==> src/rtl/home_auto_pkg.sv <==
// home_auto_pkg: shared constants and width helpers for the home automation blocks
// Provides the IDLE state code, a constant-foldable clog2 and the display width helper.
package home_auto_pkg;
  localparam int IDLE_CODE = 0;
  function automatic int clog2(input int v);
    int r;
    r = 0;
    while ((1 << r) < v) r++;
    return r;
  endfunction
  // State codes run 0..N+2 (IDLE plus N sensors, heater, cooler).
  function automatic int disp_w(input int n);
    return clog2(n + 3);
  endfunction
endpackage

==> src/rtl/rr_pick.sv <==
// rr_pick: combinational round-robin picker over W request lines
// Ports: req (request lines), start (first index scanned), grant (chosen index), valid (any request).
// Scans start, start+1, ... wrapping modulo W; the lowest rotated position wins.
module rr_pick #(
  parameter int W = 6,
  parameter int IW = 3
) (
  input  logic [W-1:0]  req,
  input  logic [IW-1:0] start,
  output logic [IW-1:0] grant,
  output logic          valid
);
  localparam logic [IW:0] WL = (IW+1)'(W);
  logic [2*W-1:0] dbl;
  logic [W-1:0] rot;
  logic [IW-1:0] pos;
  logic [IW:0] sum;
  assign dbl = {req, req} >> start;
  assign rot = dbl[W-1:0];
  always_comb begin
    pos = '0;
    valid = 1'b0;
    for (int k = W - 1; k >= 0; k--)
      if (rot[k]) begin
        pos = IW'(k);
        valid = 1'b1;
      end
    sum = {1'b0, start} + {1'b0, pos};
    grant = sum >= WL ? IW'(sum - WL) : sum[IW-1:0];
  end
endmodule

==> src/rtl/home_event_scheduler.sv <==
// home_event_scheduler: round-robin scheduler over sensor, heater and cooler channels with dwell
// Ports: clk, rst (async active-high), sensors (level requests), temp (unsigned temperature),
//        ack (clears sticky latches), output_signals (one-hot drive), display (state code).
module home_event_scheduler
  import home_auto_pkg::*;
#(
  parameter int N_SENSORS = 4,
  parameter int TEMP_W = 6,
  parameter int HEAT_TH = 16,
  parameter int COOL_TH = 32,
  parameter int DWELL = 1,
  parameter logic [N_SENSORS-1:0] STICKY_MASK = N_SENSORS'(4'b0100)
) (
  input  logic                         clk,
  input  logic                         rst,
  input  logic [N_SENSORS-1:0]         sensors,
  input  logic [TEMP_W-1:0]            temp,
  input  logic                         ack,
  output logic [N_SENSORS+1:0]         output_signals,
  output logic [disp_w(N_SENSORS)-1:0] display
);
  localparam int NC = N_SENSORS + 2;
  localparam int DW = disp_w(N_SENSORS);
  localparam int CW = clog2(DWELL + 1);
  localparam logic [TEMP_W-1:0] HT = TEMP_W'(HEAT_TH);
  localparam logic [TEMP_W-1:0] CT = TEMP_W'(COOL_TH);
  localparam logic [DW-1:0] IDLE = DW'(IDLE_CODE);
  localparam logic [DW-1:0] NCL = DW'(NC);
  localparam logic [CW-1:0] DLOAD = CW'(DWELL - 1);
  if (HEAT_TH > COOL_TH) begin : g_bad_th
    $error("HEAT_TH must not exceed COOL_TH");
  end
  if (N_SENSORS < 1 || N_SENSORS > 16) begin : g_bad_n
    $error("N_SENSORS must be 1..16");
  end
  if (DWELL < 1) begin : g_bad_dwell
    $error("DWELL must be at least 1");
  end
  logic [DW-1:0] state, start, grant;
  logic [CW-1:0] dwell_cnt;
  logic [N_SENSORS-1:0] latched, set_lat;
  logic [NC-1:0] req;
  logic valid, eval, bad;
  assign req = {temp >= CT, temp < HT, sensors | latched};
  assign bad = state > NCL;
  assign eval = state == IDLE || dwell_cnt == '0;
  // State code k+1 means channel k, so the scan starting at channel k+1 is just the code itself.
  assign start = (state == IDLE || state == NCL) ? '0 : state;
  // Shifting past N_SENSORS yields zero, so heater/cooler grants never latch.
  assign set_lat = (eval && valid && !bad) ? STICKY_MASK & (N_SENSORS'(1) << grant) : '0;
  assign display = state;
  rr_pick #(.W(NC), .IW(DW)) u_pick (
    .req(req),
    .start(start),
    .grant(grant),
    .valid(valid)
  );
  always_ff @(posedge clk or posedge rst) begin
    if (rst) begin
      state <= IDLE;
      output_signals <= '0;
      dwell_cnt <= '0;
      latched <= '0;
    end else begin
      latched <= ack ? '0 : latched | set_lat;
      if (bad) begin
        state <= IDLE;
        output_signals <= '0;
        dwell_cnt <= '0;
      end else if (eval) begin
        state <= valid ? grant + 1'b1 : IDLE;
        output_signals <= valid ? NC'(1) << grant : '0;
        dwell_cnt <= valid ? DLOAD : '0;
      end else begin
        dwell_cnt <= dwell_cnt - 1'b1;
      end
    end
  end
endmodule

==> config.mk <==
export PLATFORM = sky130hd
export DESIGN_NAME = home_event_scheduler
export DESIGN_NICKNAME = d
export VERILOG_FILES = /design/src/rtl/home_auto_pkg.sv /design/src/rtl/rr_pick.sv /design/src/rtl/home_event_scheduler.sv
export SDC_FILE = /design/constraint.sdc
export NUM_CORES = 1
export LEC_CHECK = 0
export BUFFER_PORTS_ARGS = -buffer_cell sky130_fd_sc_hd__buf_4
export CAP_MARGIN = 20
export CORE_ASPECT_RATIO = 1.25
export CORE_MARGIN = 2
export CORE_UTILIZATION = 35
export CTS_BUF_LIST = sky130_fd_sc_hd__clkbuf_4 sky130_fd_sc_hd__clkbuf_8
export CTS_CLUSTER_DIAMETER = 120
export DETAILED_ROUTE_END_ITERATION = 8
export REMOVE_ABC_BUFFERS = 1
export SETUP_SLACK_MARGIN = 0.02
export SLEW_MARGIN = 20
export SYNTH_ARGS = -nofsm -noshare
export SYNTH_HDL_FRONTEND = slang
export SYNTH_SLANG_ARGS = --single-unit
==> constraint.sdc <==
create_clock -name clk -period 6.5 [get_ports clk]
set_clock_uncertainty 0.15 [all_clocks]
set_input_delay 1.625 -clock clk [delete_from_list [all_inputs] [get_ports clk]]
set_output_delay 1.625 -clock clk [all_outputs]
set_load 0.02 [all_outputs]
Word level (Yosys, flattened, before mapping) --
Cells that the tools add are included.
Cells by class: shift operators 3, muxes and demuxes 24, bitwise gates (word level) 3, magnitude comparators 4, add/subtract/negate cells 4, equality and inequality tests 1, reduce and logical (&&, ||, !) cells 7
Operator list (number):
- $mux 3 | 12
- $mux 6 | 3
- $shr 12x3->6 | 1
- $mux 1 | 8
- $ge 6x6->1 const B | 1
- $lt 6x5->1 const B | 1
- $shl 1x3->6 const A | 1
- $add 3x3->4 | 1
- $ge 4x3->1 const B | 1
- $mux 4 | 1
- $or 4x3->4 | 1
- $or 4x4->4 | 1
- $add 3x1->3 const B | 1
- $eq 3x3->1 const B | 1
- $gt 3x3->1 const B | 1
- $logic_not 3->1 | 1
- $shl 1x3->3 const A | 1
- $sub 3x3->3 const B | 1
- $logic_and 1x1->1 | 2
- $logic_or 1x1->1 | 2
- $reduce_bool 2->1 | 1
- $logic_not 1->1 | 1
- $not 1->1 | 1
- $sub 1x1->1 const B | 1
Word-level totals: input bits 13, logic and storage cells 50, register bits 14, output and inout port bits 9

Depth between registers and ports, before layout --
depth after elaboration 17, gate-level depth with buffers 19, mapped depth without buffers 17

By module --
Synthesis repeated with hierarchy kept, for this count alone.
Unflattened totals: cell total of the unflattened synthesis 121, area total of the unflattened synthesis 1183.6 µm²
Modules (own cells, without submodules):
- rr_pick | cells each 71, times used 1, area an instance 619.3 µm², seq. area each 0.0 µm²
- home_event_scheduler | cells each 50, times used 1, area an instance 564.3 µm², seq. area each 275.3 µm²

Least setup slack after synthesis --
OpenSTA, ideal clock, no wires.
kind input-to-reg, from input port sensors[2], to register latched[2], stages 15, setup time 0.077 ns, buffers on the path 0, data arrival time 4.373 ns, data required time 6.273 ns, setup slack 1.900 ns, cell sequence or2_1 mux4_2 mux2i_1 nor2b_1 o21ai_1 a21boi_1 ha_1 inv_1 fa_1 xnor2_1 and2_1 a21oi_1 and3_1 o31ai_2 a21oi_1
Between the ends: word-level cells in the longest chain between the ends 15, elaborated cells on any way between the ends 24, those cells by class add/sub (2); order compare (1); shift (2); mux (15); bitwise (2); reduce/logical (2)
Ends and longest elaborated chain:
- start: declaration | line home_event_scheduler.sv:16 | input logic [N_SENSORS-1:0] sensors,
- $or 4x4->4 (*) | line home_event_scheduler.sv:44 | assign req = {temp >= CT, temp < HT, sensors | latched};
- $shr 12x3->6 (*) | line rr_pick.sv:18 | assign dbl = {req, req} >> start;
- $mux 3 (6 in a row) | line rr_pick.sv:24 | if (rot[k]) begin
- $add 3x3->4 | line rr_pick.sv:28 | sum = {1'b0, start} + {1'b0, pos};
- $ge 4x3->1 / $sub 3x3->3 (equally long branches) | line rr_pick.sv:29 | grant = sum >= WL ? IW'(sum - WL) : sum[IW-1:0];
- $mux 3 | line rr_pick.sv:29
- $shl 1x3->3 | line home_event_scheduler.sv:50 | assign set_lat = (eval && valid && !bad) ? STICKY_MASK & (N_SENSORS'(1) << grant) : '0;
- $mux 3 (*) | line home_event_scheduler.sv:50
- $or 4x3->4 (*) | line home_event_scheduler.sv:65 | latched <= ack ? '0 : latched | set_lat;
- $mux 4 (*) | line home_event_scheduler.sv:65
- end signal: assignment | line home_event_scheduler.sv:65
- end: declaration | line home_event_scheduler.sv:41 | logic [N_SENSORS-1:0] latched, set_lat;
Every way passes the cells marked *; elsewhere a longest branch is shown, timed or not. A chain may end at the register's enable or synchronous reset.

Worst setup path after layout --
Ends and elaborated chain as after synthesis.

==> summary.txt <==
Critical path
  – Reg2reg setup slack: between 2 and 3 ns
  – CP startpoint kind: primary input
  – Crit-path max FO: 5
  – Crit. End Element: flop
  – Critical path arrival: 4.88 ns
  – CP required: about 6.5 ns
  – Setup Crit Path Kind: in -> reg

STA
  – Part of the cycle the worst path needs: 0.743
  – Relative slew slack: 0.335
  – Tightest Pin Transition: roughly 0.99 ns
  – Setup_tns: 0 ns
  – Hold Vio Cnt, Final: 0
  – Max Freq: roughly 210 MHz
  – Slew Limit Fails: 0
  – Fin crit period: between 4 and 5 ns
  – RSZ-0062 raised after global routing: false
  – Min Hold Slack: roughly 0.34 ns
  – Worst Setup Slack, final: 1.67 ns
  – Final setup fails: 0

Die
  – Die W: 53.2 um
  – Core outline area: between 2000 and 3000 um2
  – Die Area: 3490 um2
  – Initial Utilization: 0.364
  – I/O Pins: 22
  – Die H: roughly 66 um
  – Rows: 22

Clock tree
  – H-tree Lvls: 1
  – CTS clock-pin slew for the worst setup and hold paths: ~0.070 ns
  – Setup bufs post-CTS: 0
  – Resized cells post-CTS: 0
  – Clock Latency Late Sink: 0.27 ns
  – Total CTS buffers: 3
  – CTS tree: built
  – Clock tree sinks: 11
  – CTS Hold Bufs: 0
  – Clock buffer depth: 2
  – Clock root buffer: clkbuf_4

Power and ir drop
  – Leakage: between 0.5 and 0.6 nW
  – Peak VDD IR: 278 uV
  – P per Cell Area: 593 nW/um2
  – Power Total: 736 uW

Worst hold path
  – Worst min-delay path class: reg -> reg

Synth
  – Cells after Synth: ~110
  – Mapped Avg Cell Area: 9.39 um2
  – FF+latch count, synth: 11
  – Yosys warns: 0
  – Ys async rst share: 1.00
  – Sequential fraction of the synthesis area: 0.259
  – Synth unique cells: 40
  – Top FF cell, synth: dfrtp_1
  – Mapped Area: between 1000 and 1500 um2
  – Number of synthesized flops with an enable pin: 0

Route
  – Routed wire per std cell: ~13 um
  – DRT Pass-1 Iters: 4
  – Routed Antenna Nets: 0
  – Drt total wl: 2100 um
  – Vias per Instance: between 5 and 6
  – DRC Markers: 0
  – Routed vias: just under 900
  – Iter 0 DRT Violations: 12

Finish
  – Nets: 152
  – Layout overhead on the synthesized area: 17.0%
  – Ant diodes: 0
  – Most frequent cells in the layout: 17 x nand2_1, 17 x buf_4, 11 x inv_1, 11 x dfrtp_1, 8 x ha_1
  – Layout cell share with drive strength beyond 1: 0.287
  – Post-route cell area: ~1200 um2

Placed design
  – Input/output buffers: 17
  – Detailed Place HPWL: ~1700 um
  – DP Worst Slack: between 1 and 1.5 ns
  – Placed cell area: 1210 um2
  – Gpl congestion: ~0.79

Flow run
  – Max-Cap Viols: 0

Global routing
  – Global route hottest layer: met2
  – First-pass GRT wire length: approximately 3600 um
  – Met3 Use GR: 0.0341
  – Largest net degree at the start of global routing: 17
  – GRT Overall Usage: 0.135
  – Met1 usage: 0.169
  – Vias in the first global route: 843
  – Antenna violations before repair: 0
  – Gr ovfl total: 0
  – M2 GR Usage: 0.227

Outcome
  – Status: finished clean
## metrics by stage
| step | util | instances |
|---|---|---|
| final | 0.425 | 165 |
| after global routing | 0.425 | 165 |
| after CTS | 0.425 | 165 |
| after detailed placement | 0.415 | 161 |
| after global placement | 0.415 | 161 |
| after floorplan | - | 108 |
## logic make-up after synthesis
kind of cell,after synthesis,synth area share
other,1,0.00353
DFF,11,0.259
xor gates and xnor gates,1,0.00826
AOI/OAI and AO/OA,32,0.229
muxes,12,0.190
adders and majority gates,9,0.113
buffers and inverters,17,0.0637
and+or+nand+nor,30,0.133
## worst max-delay path, cell delays in order
cell and delay (ns):
buf_4 0.10, or2_1 0.25, mux4_2 0.54, mux2i_1 0.19, nor2b_1 0.16, o21ai_1 0.07, a21boi_1 0.15, ha_1 0.19
inv_1 0.06, fa_1 0.37, xnor2_1 0.15, and2_1 0.16, a21oi_1 0.37, and3_1 0.25, o31ai_2 0.09, a21oi_1 0.16
## final cells by class
cell class	instances	area (um2)
inverters	12	45.0
multi-input cells	85	718
clock buffers	4	30.0
repair buffers	17	128
well taps	36	45.0
flip-flops and latches	11	275
fillers	307	1680
## Yosys cell counts (2+ instances only)
library cell,instances,share of area
nand2_1,17,0.060
dfrtp_1,11,0.26
inv_1,11,0.039
ha_1,8,0.094
a21oi_1,5,0.024
mux4_2,5,0.11
o21ai_1,5,0.024
o21ai_0,4,0.019
o31ai_1,4,0.028
buf_2,3,0.014
mux2i_1,3,0.028
a21boi_1,2,0.014
a21o_1,2,0.014
clkbuf_1,2,0.0071
mux2_2,2,0.021
nor2_1,2,0.0071
nor2b_1,2,0.012
nor3_1,2,0.0094
o21a_1,2,0.014
## flip-flops by register name, indices dropped and copies added (netlist names)
| name | count |
|---|---|
| output_signals | 6 |
| display | 3 |
| dwell_cnt | 1 |
| latched | 1 |
## routing by layer
| layer | vias up | share of wire |
|---|---|---|
| met5 | - | 0 |
| met4 | 0 | 0.014 |
| met3 | 4 | 0.037 |
| met2 | 17 | 0.49 |
| met1 | 425 | 0.46 |
| li1 | 434 | - |
## report_power, final
| group | switching (mW) | leakage (nW) | internal (mW) | total, mW |
|---|---|---|---|---|
| registers | 0.0445 | 0.143 | 0.0919 | 0.136 |
| clock network | 0.0227 | 0.0184 | 0.0279 | 0.0506 |
| logic | 0.313 | 0.409 | 0.236 | 0.549 |
| total | 0.380 | 0.571 | 0.356 | 0.736 |
## worst paths after layout
| check | start | endpoint | cells past startpoint |
|---|---|---|---|
| worst max-delay path | sensors[2] | latched[2] | 16 |
| worst min-delay path | output_signals[1] | output_signals[1] | 2 |
| worst max register to register | display[2] | latched[2] | 14 |
| worst min register to register | output_signals[1] | output_signals[1] | 2 |
| max in group asynchronous | rst | output_signals[0] | 2 |
| min in group asynchronous | rst | latched[2] | 2 |
Note: power is estimated with default switching activity, not from simulation.
